## src/rtl/tl_pkg.sv

```systemverilog
// TileLink payload types and shared constants for the channel buffer.
package tl_pkg;

    localparam int unsigned TL_BUF_PERF_W = 16;
    localparam int unsigned TL_NUM_CH     = 5;

    localparam int unsigned TL_CH_A = 0;
    localparam int unsigned TL_CH_B = 1;
    localparam int unsigned TL_CH_C = 2;
    localparam int unsigned TL_CH_D = 3;
    localparam int unsigned TL_CH_E = 4;

    typedef struct packed {
        logic [2:0]  opcode;
        logic [2:0]  param;
        logic [1:0]  size;
        logic [3:0]  source;
        logic [31:0] address;
        logic [3:0]  mask;
        logic [31:0] data;
    } tl_a_chan_t;

    typedef struct packed {
        logic [2:0]  opcode;
        logic [1:0]  param;
        logic [1:0]  size;
        logic [3:0]  source;
        logic [31:0] address;
    } tl_b_chan_t;

    typedef struct packed {
        logic [2:0]  opcode;
        logic [2:0]  param;
        logic [1:0]  size;
        logic [3:0]  source;
        logic [31:0] address;
        logic [31:0] data;
    } tl_c_chan_t;

    typedef struct packed {
        logic [2:0]  opcode;
        logic [1:0]  param;
        logic [1:0]  size;
        logic [3:0]  source;
        logic [3:0]  sink;
        logic        denied;
        logic [31:0] data;
    } tl_d_chan_t;

    typedef struct packed {
        logic [3:0] sink;
    } tl_e_chan_t;

endpackage

```

## src/rtl/TL_BUS.sv

```systemverilog
// Five-channel TileLink bus. Modports are named after the agent on the far side:
// Master faces a master (A/C/E arrive), Slave faces a slave (A/C/E leave).
interface TL_BUS;
    import tl_pkg::*;

    logic       a_valid;
    logic       a_ready;
    tl_a_chan_t a_bits;
    logic       b_valid;
    logic       b_ready;
    tl_b_chan_t b_bits;
    logic       c_valid;
    logic       c_ready;
    tl_c_chan_t c_bits;
    logic       d_valid;
    logic       d_ready;
    tl_d_chan_t d_bits;
    logic       e_valid;
    logic       e_ready;
    tl_e_chan_t e_bits;

    modport Master (
        input  a_valid, a_bits, output a_ready,
        output b_valid, b_bits, input  b_ready,
        input  c_valid, c_bits, output c_ready,
        output d_valid, d_bits, input  d_ready,
        input  e_valid, e_bits, output e_ready
    );

    modport Slave (
        output a_valid, a_bits, input  a_ready,
        input  b_valid, b_bits, output b_ready,
        output c_valid, c_bits, input  c_ready,
        input  d_valid, d_bits, output d_ready,
        output e_valid, e_bits, input  e_ready
    );

endinterface

```

## src/rtl/tl_chan_fifo.sv

```systemverilog
// Single-channel valid/ready circular FIFO (DEPTH >= 1), optional fall-through when empty.
module tl_chan_fifo #(
    parameter type         T            = logic,
    parameter int unsigned DEPTH        = 2,
    parameter bit          FALL_THROUGH = 1'b0
) (
    input  logic clk_i,
    input  logic rst_i,
    input  logic src_valid_i,
    output logic src_ready_o,
    input  T     src_data_i,
    output logic dst_valid_o,
    input  logic dst_ready_i,
    output T     dst_data_o,
    output logic empty_o,
    output logic full_o
);

    localparam int unsigned   CW       = $clog2(DEPTH + 1);
    localparam int unsigned   PW       = (DEPTH > 1) ? $clog2(DEPTH) : 1;
    localparam logic [CW-1:0] CNT_FULL = CW'(DEPTH);
    localparam logic [PW-1:0] PTR_LAST = PW'(DEPTH - 1);

    T              mem_q [DEPTH];
    logic [PW-1:0] wptr_q, wptr_d;
    logic [PW-1:0] rptr_q, rptr_d;
    logic [CW-1:0] cnt_q, cnt_d;
    logic          bypass;
    logic          push;
    logic          pop;

    assign empty_o     = (cnt_q == '0);
    assign full_o      = (cnt_q == CNT_FULL);
    // Ready depends only on stored count, so a full queue never accepts in the pop cycle.
    assign src_ready_o = !full_o;

    assign bypass      = FALL_THROUGH && empty_o;
    assign dst_valid_o = bypass ? src_valid_i : !empty_o;
    assign dst_data_o  = bypass ? src_data_i : mem_q[rptr_q];

    assign push = src_valid_i && !full_o && !(bypass && dst_ready_i);
    assign pop  = !empty_o && dst_ready_i;

    always_comb begin
        wptr_d = wptr_q;
        rptr_d = rptr_q;
        cnt_d  = cnt_q;
        if (push) begin
            wptr_d = (wptr_q == PTR_LAST) ? '0 : wptr_q + PW'(1);
        end
        if (pop) begin
            rptr_d = (rptr_q == PTR_LAST) ? '0 : rptr_q + PW'(1);
        end
        if (push && !pop) begin
            cnt_d = cnt_q + CW'(1);
        end else if (!push && pop) begin
            cnt_d = cnt_q - CW'(1);
        end
    end

    always_ff @(posedge clk_i or negedge rst_i) begin
        if (!rst_i) begin
            wptr_q <= '0;
            rptr_q <= '0;
            cnt_q  <= '0;
        end else begin
            wptr_q <= wptr_d;
            rptr_q <= rptr_d;
            cnt_q  <= cnt_d;
        end
    end

    always_ff @(posedge clk_i) begin
        if (push) begin
            mem_q[wptr_q] <= src_data_i;
        end
    end

endmodule

```

## src/rtl/tl_chan_fifo_buffer.sv

```systemverilog
// Per-channel TileLink buffer between two TL_BUS ports; depth 0 channels are plain wires.
// Optional full-stall counters are built when TL_BUFFER_PERF_EN is defined.
module tl_chan_fifo_buffer
    import tl_pkg::*;
#(
    parameter int unsigned A_DEPTH      = 2,
    parameter int unsigned B_DEPTH      = 2,
    parameter int unsigned C_DEPTH      = 2,
    parameter int unsigned D_DEPTH      = 2,
    parameter int unsigned E_DEPTH      = 2,
    parameter bit          FALL_THROUGH = 1'b0
) (
    input  logic   clk_i,
    input  logic   rst_i,
    TL_BUS.Master  in,
    TL_BUS.Slave   out,
    output logic   idle_o
`ifdef TL_BUFFER_PERF_EN
   ,input  logic   perf_clr_i,
    output logic [TL_NUM_CH-1:0][TL_BUF_PERF_W-1:0] perf_full_cnt_o
`endif
);

    logic [TL_NUM_CH-1:0] empty;
    logic [TL_NUM_CH-1:0] full;

    assign idle_o = &empty;

    if (A_DEPTH == 0) begin : g_a_wire
        assign out.a_valid    = in.a_valid;
        assign out.a_bits     = in.a_bits;
        assign in.a_ready     = out.a_ready;
        assign empty[TL_CH_A] = 1'b1;
        assign full[TL_CH_A]  = 1'b0;
    end else begin : g_a_fifo
        tl_chan_fifo #(.T(tl_a_chan_t), .DEPTH(A_DEPTH), .FALL_THROUGH(FALL_THROUGH)) u_fifo (
            .clk_i       (clk_i),
            .rst_i       (rst_i),
            .src_valid_i (in.a_valid),
            .src_ready_o (in.a_ready),
            .src_data_i  (in.a_bits),
            .dst_valid_o (out.a_valid),
            .dst_ready_i (out.a_ready),
            .dst_data_o  (out.a_bits),
            .empty_o     (empty[TL_CH_A]),
            .full_o      (full[TL_CH_A])
        );
    end

    if (B_DEPTH == 0) begin : g_b_wire
        assign in.b_valid     = out.b_valid;
        assign in.b_bits      = out.b_bits;
        assign out.b_ready    = in.b_ready;
        assign empty[TL_CH_B] = 1'b1;
        assign full[TL_CH_B]  = 1'b0;
    end else begin : g_b_fifo
        tl_chan_fifo #(.T(tl_b_chan_t), .DEPTH(B_DEPTH), .FALL_THROUGH(FALL_THROUGH)) u_fifo (
            .clk_i       (clk_i),
            .rst_i       (rst_i),
            .src_valid_i (out.b_valid),
            .src_ready_o (out.b_ready),
            .src_data_i  (out.b_bits),
            .dst_valid_o (in.b_valid),
            .dst_ready_i (in.b_ready),
            .dst_data_o  (in.b_bits),
            .empty_o     (empty[TL_CH_B]),
            .full_o      (full[TL_CH_B])
        );
    end

    if (C_DEPTH == 0) begin : g_c_wire
        assign out.c_valid    = in.c_valid;
        assign out.c_bits     = in.c_bits;
        assign in.c_ready     = out.c_ready;
        assign empty[TL_CH_C] = 1'b1;
        assign full[TL_CH_C]  = 1'b0;
    end else begin : g_c_fifo
        tl_chan_fifo #(.T(tl_c_chan_t), .DEPTH(C_DEPTH), .FALL_THROUGH(FALL_THROUGH)) u_fifo (
            .clk_i       (clk_i),
            .rst_i       (rst_i),
            .src_valid_i (in.c_valid),
            .src_ready_o (in.c_ready),
            .src_data_i  (in.c_bits),
            .dst_valid_o (out.c_valid),
            .dst_ready_i (out.c_ready),
            .dst_data_o  (out.c_bits),
            .empty_o     (empty[TL_CH_C]),
            .full_o      (full[TL_CH_C])
        );
    end

    if (D_DEPTH == 0) begin : g_d_wire
        assign in.d_valid     = out.d_valid;
        assign in.d_bits      = out.d_bits;
        assign out.d_ready    = in.d_ready;
        assign empty[TL_CH_D] = 1'b1;
        assign full[TL_CH_D]  = 1'b0;
    end else begin : g_d_fifo
        tl_chan_fifo #(.T(tl_d_chan_t), .DEPTH(D_DEPTH), .FALL_THROUGH(FALL_THROUGH)) u_fifo (
            .clk_i       (clk_i),
            .rst_i       (rst_i),
            .src_valid_i (out.d_valid),
            .src_ready_o (out.d_ready),
            .src_data_i  (out.d_bits),
            .dst_valid_o (in.d_valid),
            .dst_ready_i (in.d_ready),
            .dst_data_o  (in.d_bits),
            .empty_o     (empty[TL_CH_D]),
            .full_o      (full[TL_CH_D])
        );
    end

    if (E_DEPTH == 0) begin : g_e_wire
        assign out.e_valid    = in.e_valid;
        assign out.e_bits     = in.e_bits;
        assign in.e_ready     = out.e_ready;
        assign empty[TL_CH_E] = 1'b1;
        assign full[TL_CH_E]  = 1'b0;
    end else begin : g_e_fifo
        tl_chan_fifo #(.T(tl_e_chan_t), .DEPTH(E_DEPTH), .FALL_THROUGH(FALL_THROUGH)) u_fifo (
            .clk_i       (clk_i),
            .rst_i       (rst_i),
            .src_valid_i (in.e_valid),
            .src_ready_o (in.e_ready),
            .src_data_i  (in.e_bits),
            .dst_valid_o (out.e_valid),
            .dst_ready_i (out.e_ready),
            .dst_data_o  (out.e_bits),
            .empty_o     (empty[TL_CH_E]),
            .full_o      (full[TL_CH_E])
        );
    end

`ifdef TL_BUFFER_PERF_EN
    localparam logic [TL_NUM_CH-1:0] HAS_Q = {E_DEPTH != 0, D_DEPTH != 0, C_DEPTH != 0,
                                              B_DEPTH != 0, A_DEPTH != 0};

    logic [TL_NUM_CH-1:0]                     src_valid;
    logic [TL_NUM_CH-1:0][TL_BUF_PERF_W-1:0] perf_q, perf_d;

    assign src_valid = {in.e_valid, out.d_valid, in.c_valid, out.b_valid, in.a_valid};

    // Stall = queue full while its source still offers a beat; saturating, clear wins.
    always_comb begin
        perf_d = perf_q;
        for (int unsigned ch = 0; ch < TL_NUM_CH; ch++) begin
            if (!HAS_Q[ch] || perf_clr_i) begin
                perf_d[ch] = '0;
            end else if (full[ch] && src_valid[ch] && (perf_q[ch] != '1)) begin
                perf_d[ch] = perf_q[ch] + TL_BUF_PERF_W'(1);
            end
        end
    end

    always_ff @(posedge clk_i or negedge rst_i) begin
        if (!rst_i) begin
            perf_q <= '0;
        end else begin
            perf_q <= perf_d;
        end
    end

    assign perf_full_cnt_o = perf_q;
`else
    logic unused_full;
    assign unused_full = ^full;
`endif

endmodule

```

## src/flat_wrapper.sv

```systemverilog
// flat-port wrapper written by rule: the top's interface ports become plain ports
module tl_chan_fifo_buffer_flat import tl_pkg::*;
#(
    parameter int unsigned A_DEPTH      = 2,
    parameter int unsigned B_DEPTH      = 2,
    parameter int unsigned C_DEPTH      = 2,
    parameter int unsigned D_DEPTH      = 2,
    parameter int unsigned E_DEPTH      = 2,
    parameter bit          FALL_THROUGH = 1'b0
)
  (clk_i, rst_i, idle_o, in_a_valid, in_a_bits, in_a_ready, in_b_valid, in_b_bits, in_b_ready, in_c_valid, in_c_bits, in_c_ready, in_d_valid, in_d_bits, in_d_ready, in_e_valid, in_e_bits, in_e_ready, out_a_valid, out_a_bits, out_a_ready, out_b_valid, out_b_bits, out_b_ready, out_c_valid, out_c_bits, out_c_ready, out_d_valid, out_d_bits, out_d_ready, out_e_valid, out_e_bits, out_e_ready);
  TL_BUS in_i ();
  TL_BUS out_i ();
  input  logic clk_i;
  input  logic rst_i;
  output logic idle_o;
  input wire logic [$bits(in_i.a_valid)-1:0] in_a_valid;
  input wire logic [$bits(in_i.a_bits)-1:0] in_a_bits;
  output wire logic [$bits(in_i.a_ready)-1:0] in_a_ready;
  output wire logic [$bits(in_i.b_valid)-1:0] in_b_valid;
  output wire logic [$bits(in_i.b_bits)-1:0] in_b_bits;
  input wire logic [$bits(in_i.b_ready)-1:0] in_b_ready;
  input wire logic [$bits(in_i.c_valid)-1:0] in_c_valid;
  input wire logic [$bits(in_i.c_bits)-1:0] in_c_bits;
  output wire logic [$bits(in_i.c_ready)-1:0] in_c_ready;
  output wire logic [$bits(in_i.d_valid)-1:0] in_d_valid;
  output wire logic [$bits(in_i.d_bits)-1:0] in_d_bits;
  input wire logic [$bits(in_i.d_ready)-1:0] in_d_ready;
  input wire logic [$bits(in_i.e_valid)-1:0] in_e_valid;
  input wire logic [$bits(in_i.e_bits)-1:0] in_e_bits;
  output wire logic [$bits(in_i.e_ready)-1:0] in_e_ready;
  output wire logic [$bits(out_i.a_valid)-1:0] out_a_valid;
  output wire logic [$bits(out_i.a_bits)-1:0] out_a_bits;
  input wire logic [$bits(out_i.a_ready)-1:0] out_a_ready;
  input wire logic [$bits(out_i.b_valid)-1:0] out_b_valid;
  input wire logic [$bits(out_i.b_bits)-1:0] out_b_bits;
  output wire logic [$bits(out_i.b_ready)-1:0] out_b_ready;
  output wire logic [$bits(out_i.c_valid)-1:0] out_c_valid;
  output wire logic [$bits(out_i.c_bits)-1:0] out_c_bits;
  input wire logic [$bits(out_i.c_ready)-1:0] out_c_ready;
  input wire logic [$bits(out_i.d_valid)-1:0] out_d_valid;
  input wire logic [$bits(out_i.d_bits)-1:0] out_d_bits;
  output wire logic [$bits(out_i.d_ready)-1:0] out_d_ready;
  output wire logic [$bits(out_i.e_valid)-1:0] out_e_valid;
  output wire logic [$bits(out_i.e_bits)-1:0] out_e_bits;
  input wire logic [$bits(out_i.e_ready)-1:0] out_e_ready;
  assign in_i.a_valid = in_a_valid;
  assign in_i.a_bits = in_a_bits;
  assign in_a_ready = in_i.a_ready;
  assign in_b_valid = in_i.b_valid;
  assign in_b_bits = in_i.b_bits;
  assign in_i.b_ready = in_b_ready;
  assign in_i.c_valid = in_c_valid;
  assign in_i.c_bits = in_c_bits;
  assign in_c_ready = in_i.c_ready;
  assign in_d_valid = in_i.d_valid;
  assign in_d_bits = in_i.d_bits;
  assign in_i.d_ready = in_d_ready;
  assign in_i.e_valid = in_e_valid;
  assign in_i.e_bits = in_e_bits;
  assign in_e_ready = in_i.e_ready;
  assign out_a_valid = out_i.a_valid;
  assign out_a_bits = out_i.a_bits;
  assign out_i.a_ready = out_a_ready;
  assign out_i.b_valid = out_b_valid;
  assign out_i.b_bits = out_b_bits;
  assign out_b_ready = out_i.b_ready;
  assign out_c_valid = out_i.c_valid;
  assign out_c_bits = out_i.c_bits;
  assign out_i.c_ready = out_c_ready;
  assign out_i.d_valid = out_d_valid;
  assign out_i.d_bits = out_d_bits;
  assign out_d_ready = out_i.d_ready;
  assign out_e_valid = out_i.e_valid;
  assign out_e_bits = out_i.e_bits;
  assign out_i.e_ready = out_e_ready;
  tl_chan_fifo_buffer #(.A_DEPTH(A_DEPTH), .B_DEPTH(B_DEPTH), .C_DEPTH(C_DEPTH), .D_DEPTH(D_DEPTH), .E_DEPTH(E_DEPTH), .FALL_THROUGH(FALL_THROUGH)) u_core (.clk_i(clk_i), .rst_i(rst_i), .in(in_i), .out(out_i), .idle_o(idle_o));
endmodule
```

## config.mk

```make
export PLATFORM = sky130hd
export DESIGN_NAME = tl_chan_fifo_buffer_flat
export DESIGN_NICKNAME = d
export VERILOG_FILES = /design/src/rtl/tl_pkg.sv /design/src/rtl/TL_BUS.sv /design/src/rtl/tl_chan_fifo.sv /design/src/rtl/tl_chan_fifo_buffer.sv /design/src/flat_wrapper.sv
export SDC_FILE = /design/constraint.sdc
export NUM_CORES = 1
export LEC_CHECK = 0
export ABC_AREA = 1
export CORE_AREA = 2 2 216 218
export CTS_CLUSTER_DIAMETER = 80
export DETAILED_ROUTE_END_ITERATION = 10
export DIE_AREA = 0 0 218 220
export PLACE_DENSITY = 0.82
export SYNTH_ARGS = -nofsm -noshare
export SYNTH_HDL_FRONTEND = slang
export SYNTH_SLANG_ARGS = --single-unit
```

## constraint.sdc

```tcl
create_clock -name clk_i -period 6.3 [get_ports clk_i]
set_input_delay 1.26 -clock clk_i [delete_from_list [all_inputs] [get_ports clk_i]]
set_output_delay 1.26 -clock clk_i [all_outputs]
set_load 0.05 [all_outputs]
```

==> impl_metrics.tcl <==
set metrics [dict create \
    die_x_um 218 \
    dr_total_vias 12770 \
    rows 79 \
    required_ns 5.04 \
    power_density_nw_per_um2 575.3 \
    yosysSeqAreaShare_pct 80.44 \
    grt_pass1_vias 12780 \
    synth-async-reset-ratio_pct 3.831 \
    synth_common_cells "799 x nand2_1, 502 x edfxtp_1, 37 x buf_2" \
    dieArea_sq_um 47960 \
    drc 0 \
    tns_ns 0 \
    initial_core_util_pct 42.22 \
    clockBufferDepth 3 \
    p_total_uw 15520 \
    dp.cells 2555 \
    critPathMaxFanout 62 \
    fmax_ghz 0.2361 \
    synth_area_leaders "edfxtp_1 78%, nand2_1 15%, dfrtp_1 2.6%" \
    place_congestion 0.8194 \
    final_cell_count_no_fill 2655 \
    ys_seq_elements 522 \
    arrival_ns 2.98 \
    min_period_over_period_pct 67.23 \
    die_y_um 220 \
    clkTransAtPathRegs_ns 0.06 \
    grt_usage_pct 19.06 \
    layout-drive-gt1-share_pct 5.425 \
    syn_nets 1730 \
    cts_setup_buffers 0 \
    via_per_inst 4.810 \
    drt_wl_total_um 47940 \
    slew_headroom_pct 31.10 \
    ys.flop_type "edfxtp_1" \
    portBuffers 524 \
    cts_tree "yes" \
    postSynthCellCount 1462 \
    leakagePower_uw 0.01054 \
    yosys.area.top_type "edfxtp_1" \
    cts_resized 0 \
    ant_nets 0 \
    multiInputGateArea_sq_um 3356 \
    crit_path_end_kind "output pin" \
    skew_ns 0.01220 \
    clock_sinks 522 \
    tightest_slew_ns 1.033 \
    overflow 0 \
    outcome "finished clean" \
    htreeDepth 2 \
    wl_per_cell_um 18.06 \
    dp_hpwl_um 32080 \
    start_kind "register" \
    coreArea_sq_um 45860 \
    final_max_slew_viol_count 0 \
    finalSetupViolCount 0 \
    clockRootBuffer "clkbuf_16" \
    worstSetupPathType "reg2out" \
    clk_latency_ns 0.59 \
    peakVddDrop_mv 0.4530 \
    n_fill_cell 3416 \
    hold_viol 0 \
    register_area_sq_um 15580 \
    cap_viol_max_count 0 \
    grt_setup_unrepaired "no" \
    firstDrtPassIters 6 \
    pin_count 525 \
    antenna_found_initial 4 \
    drtIter0Drc 913 \
    synth_most_common_cell "nand2_1" \
    syn_area_sq_um 19360 \
    ys_warn_count 0 \
    yosysTopAreaCellShare_pct 77.85 \
    area_delta_synth_final_pct 39.29 \
    fin_crit_ns 4.236 \
    ctsHoldBuffers 0 \
    grt_pass1_wl_um 70380 \
    grt_max_degree 82 \
    syn_area_per_cell_sq_um 13.24 \
    numCtsBuffers 53 \
    final_net_count 2271 \
    synthDistinctLibCells 15 \
    synth_edf_count 502 \
    hold_path.class "reg2reg" \
]
-- critical path, stage by stage, from the launching register on --
cell             delay [ns]
dfrtp_2                0.41
inv_2                  0.27
buf_4                  0.56
nand2_1                0.13
nand2_1                0.12
clkdlybuf4s50_1        0.82
-- sequential cells by signal, indices dropped and copies added (netlist names), 2 cells and up --
signal	cells
u_core.g_a_fifo.u_fifo.mem_q	160
u_core.g_c_fifo.u_fifo.mem_q	152
u_core.g_d_fifo.u_fifo.mem_q	96
u_core.g_b_fifo.u_fifo.mem_q	86
u_core.g_e_fifo.u_fifo.mem_q	8
u_core.g_a_fifo.u_fifo.cnt_q	2
u_core.g_b_fifo.u_fifo.cnt_q	2
u_core.g_c_fifo.u_fifo.cnt_q	2
u_core.g_d_fifo.u_fifo.cnt_q	2
u_core.g_e_fifo.u_fifo.cnt_q	2
-- metrics by stage --
stage                     cell area [sq um]  util (%)  hold slack (ns)  setup slack [ns]
after floorplan                       19360         -           0.4834             1.045
after global placement                25210     54.97           0.4959             2.798
after detailed placement              25210     54.97           0.5148             2.675
after CTS                             26960     58.79           0.5233             2.029
after global routing                  26970     58.80           0.5396             1.880
final                                 26970     58.80           0.5178             2.064
-- report_power, final --
group | total, uW | switching, uW | internal (uW)
Clock | 3120 | 1290 | 1830
Sequential | 5010 | 250 | 4760
Combinational | 7380 | 5300 | 2070
-- cells in the final DEF, fill, tap and decap left out --
cell and n:
nand2_1 799, clkdlybuf4s50_1 524, edfxtp_1 502, clkbuf_16 54, inv_1 36, dfrtp_1 18
buf_4 16, nand3_1 11, clkinv_2 11, clkbuf_1 9, nor2_1 8, nor2_4 8
clkinv_1 8, xnor2_1 5, nand4_1 5, xor2_1 5, ha_1 5, bufinv_16 5
clkbuf_8 4, inv_2 3, clkinvlp_4 3, diode_2 2, dfrtp_2 2, inv_4 1
inv_16 1, clkinv_8 1, inv_8 1, inv_6 1
-- final timing paths --
kind | end | start | cells past startpoint | slack (ns)
hold / removal | u_core.g_a_fifo.u_fifo.cnt_q[0] | u_core.g_a_fifo.u_fifo.cnt_q[0] | 1 | 0.52
hold reg to reg | u_core.g_a_fifo.u_fifo.cnt_q[0] | u_core.g_a_fifo.u_fifo.cnt_q[0] | 1 | 0.52
setup / recovery | out_a_bits[26] | u_core.g_a_fifo.u_fifo.rptr_q | 5 | 2.06
min in group asynchronous | u_core.g_b_fifo.u_fifo.rptr_q | rst_i | 2 | 1.06
max in group asynchronous | u_core.g_c_fifo.u_fifo.rptr_q | rst_i | 2 | 4.93
setup reg to reg | u_core.g_a_fifo.u_fifo.mem_q[1][26] | u_core.g_a_fifo.u_fifo.cnt_q[0] | 5 | 3.76
-- area by class of cell --
type | instances | area share (%)
Timing Repair Buffer | 540 | 19.89
Multi-Input combinational cell | 846 | 12.44
Clock inverter | 31 | 1.164
Inverter | 40 | 0.5660
Tap cell | 607 | 2.816
Sequential cell | 522 | 57.76
Clock buffer | 67 | 5.340
Antenna cell | 2 | 0.01856
-- metal layers --
layer | track usage [%] | share of wire (%) | vias to the layer above
met5 | 0 | 0.033 | -
met4 | 7.732 | 3.7 | 2
met3 | 5.673 | 8.9 | 119
met2 | 32.71 | 50 | 602
met1 | 22.43 | 37 | 6064
li1 | - | - | 5984
-- kinds of logic after synthesis --
| kind of cell | share of synthesized area, % |
|---|---|
| xor+xnor | 0.4523 |
| fa+ha+maj | 0.3231 |
| buf+inv | 2.540 |
| flops | 80.44 |
| simple gates | 16.25 |
(Power assumes the default switching activity.)
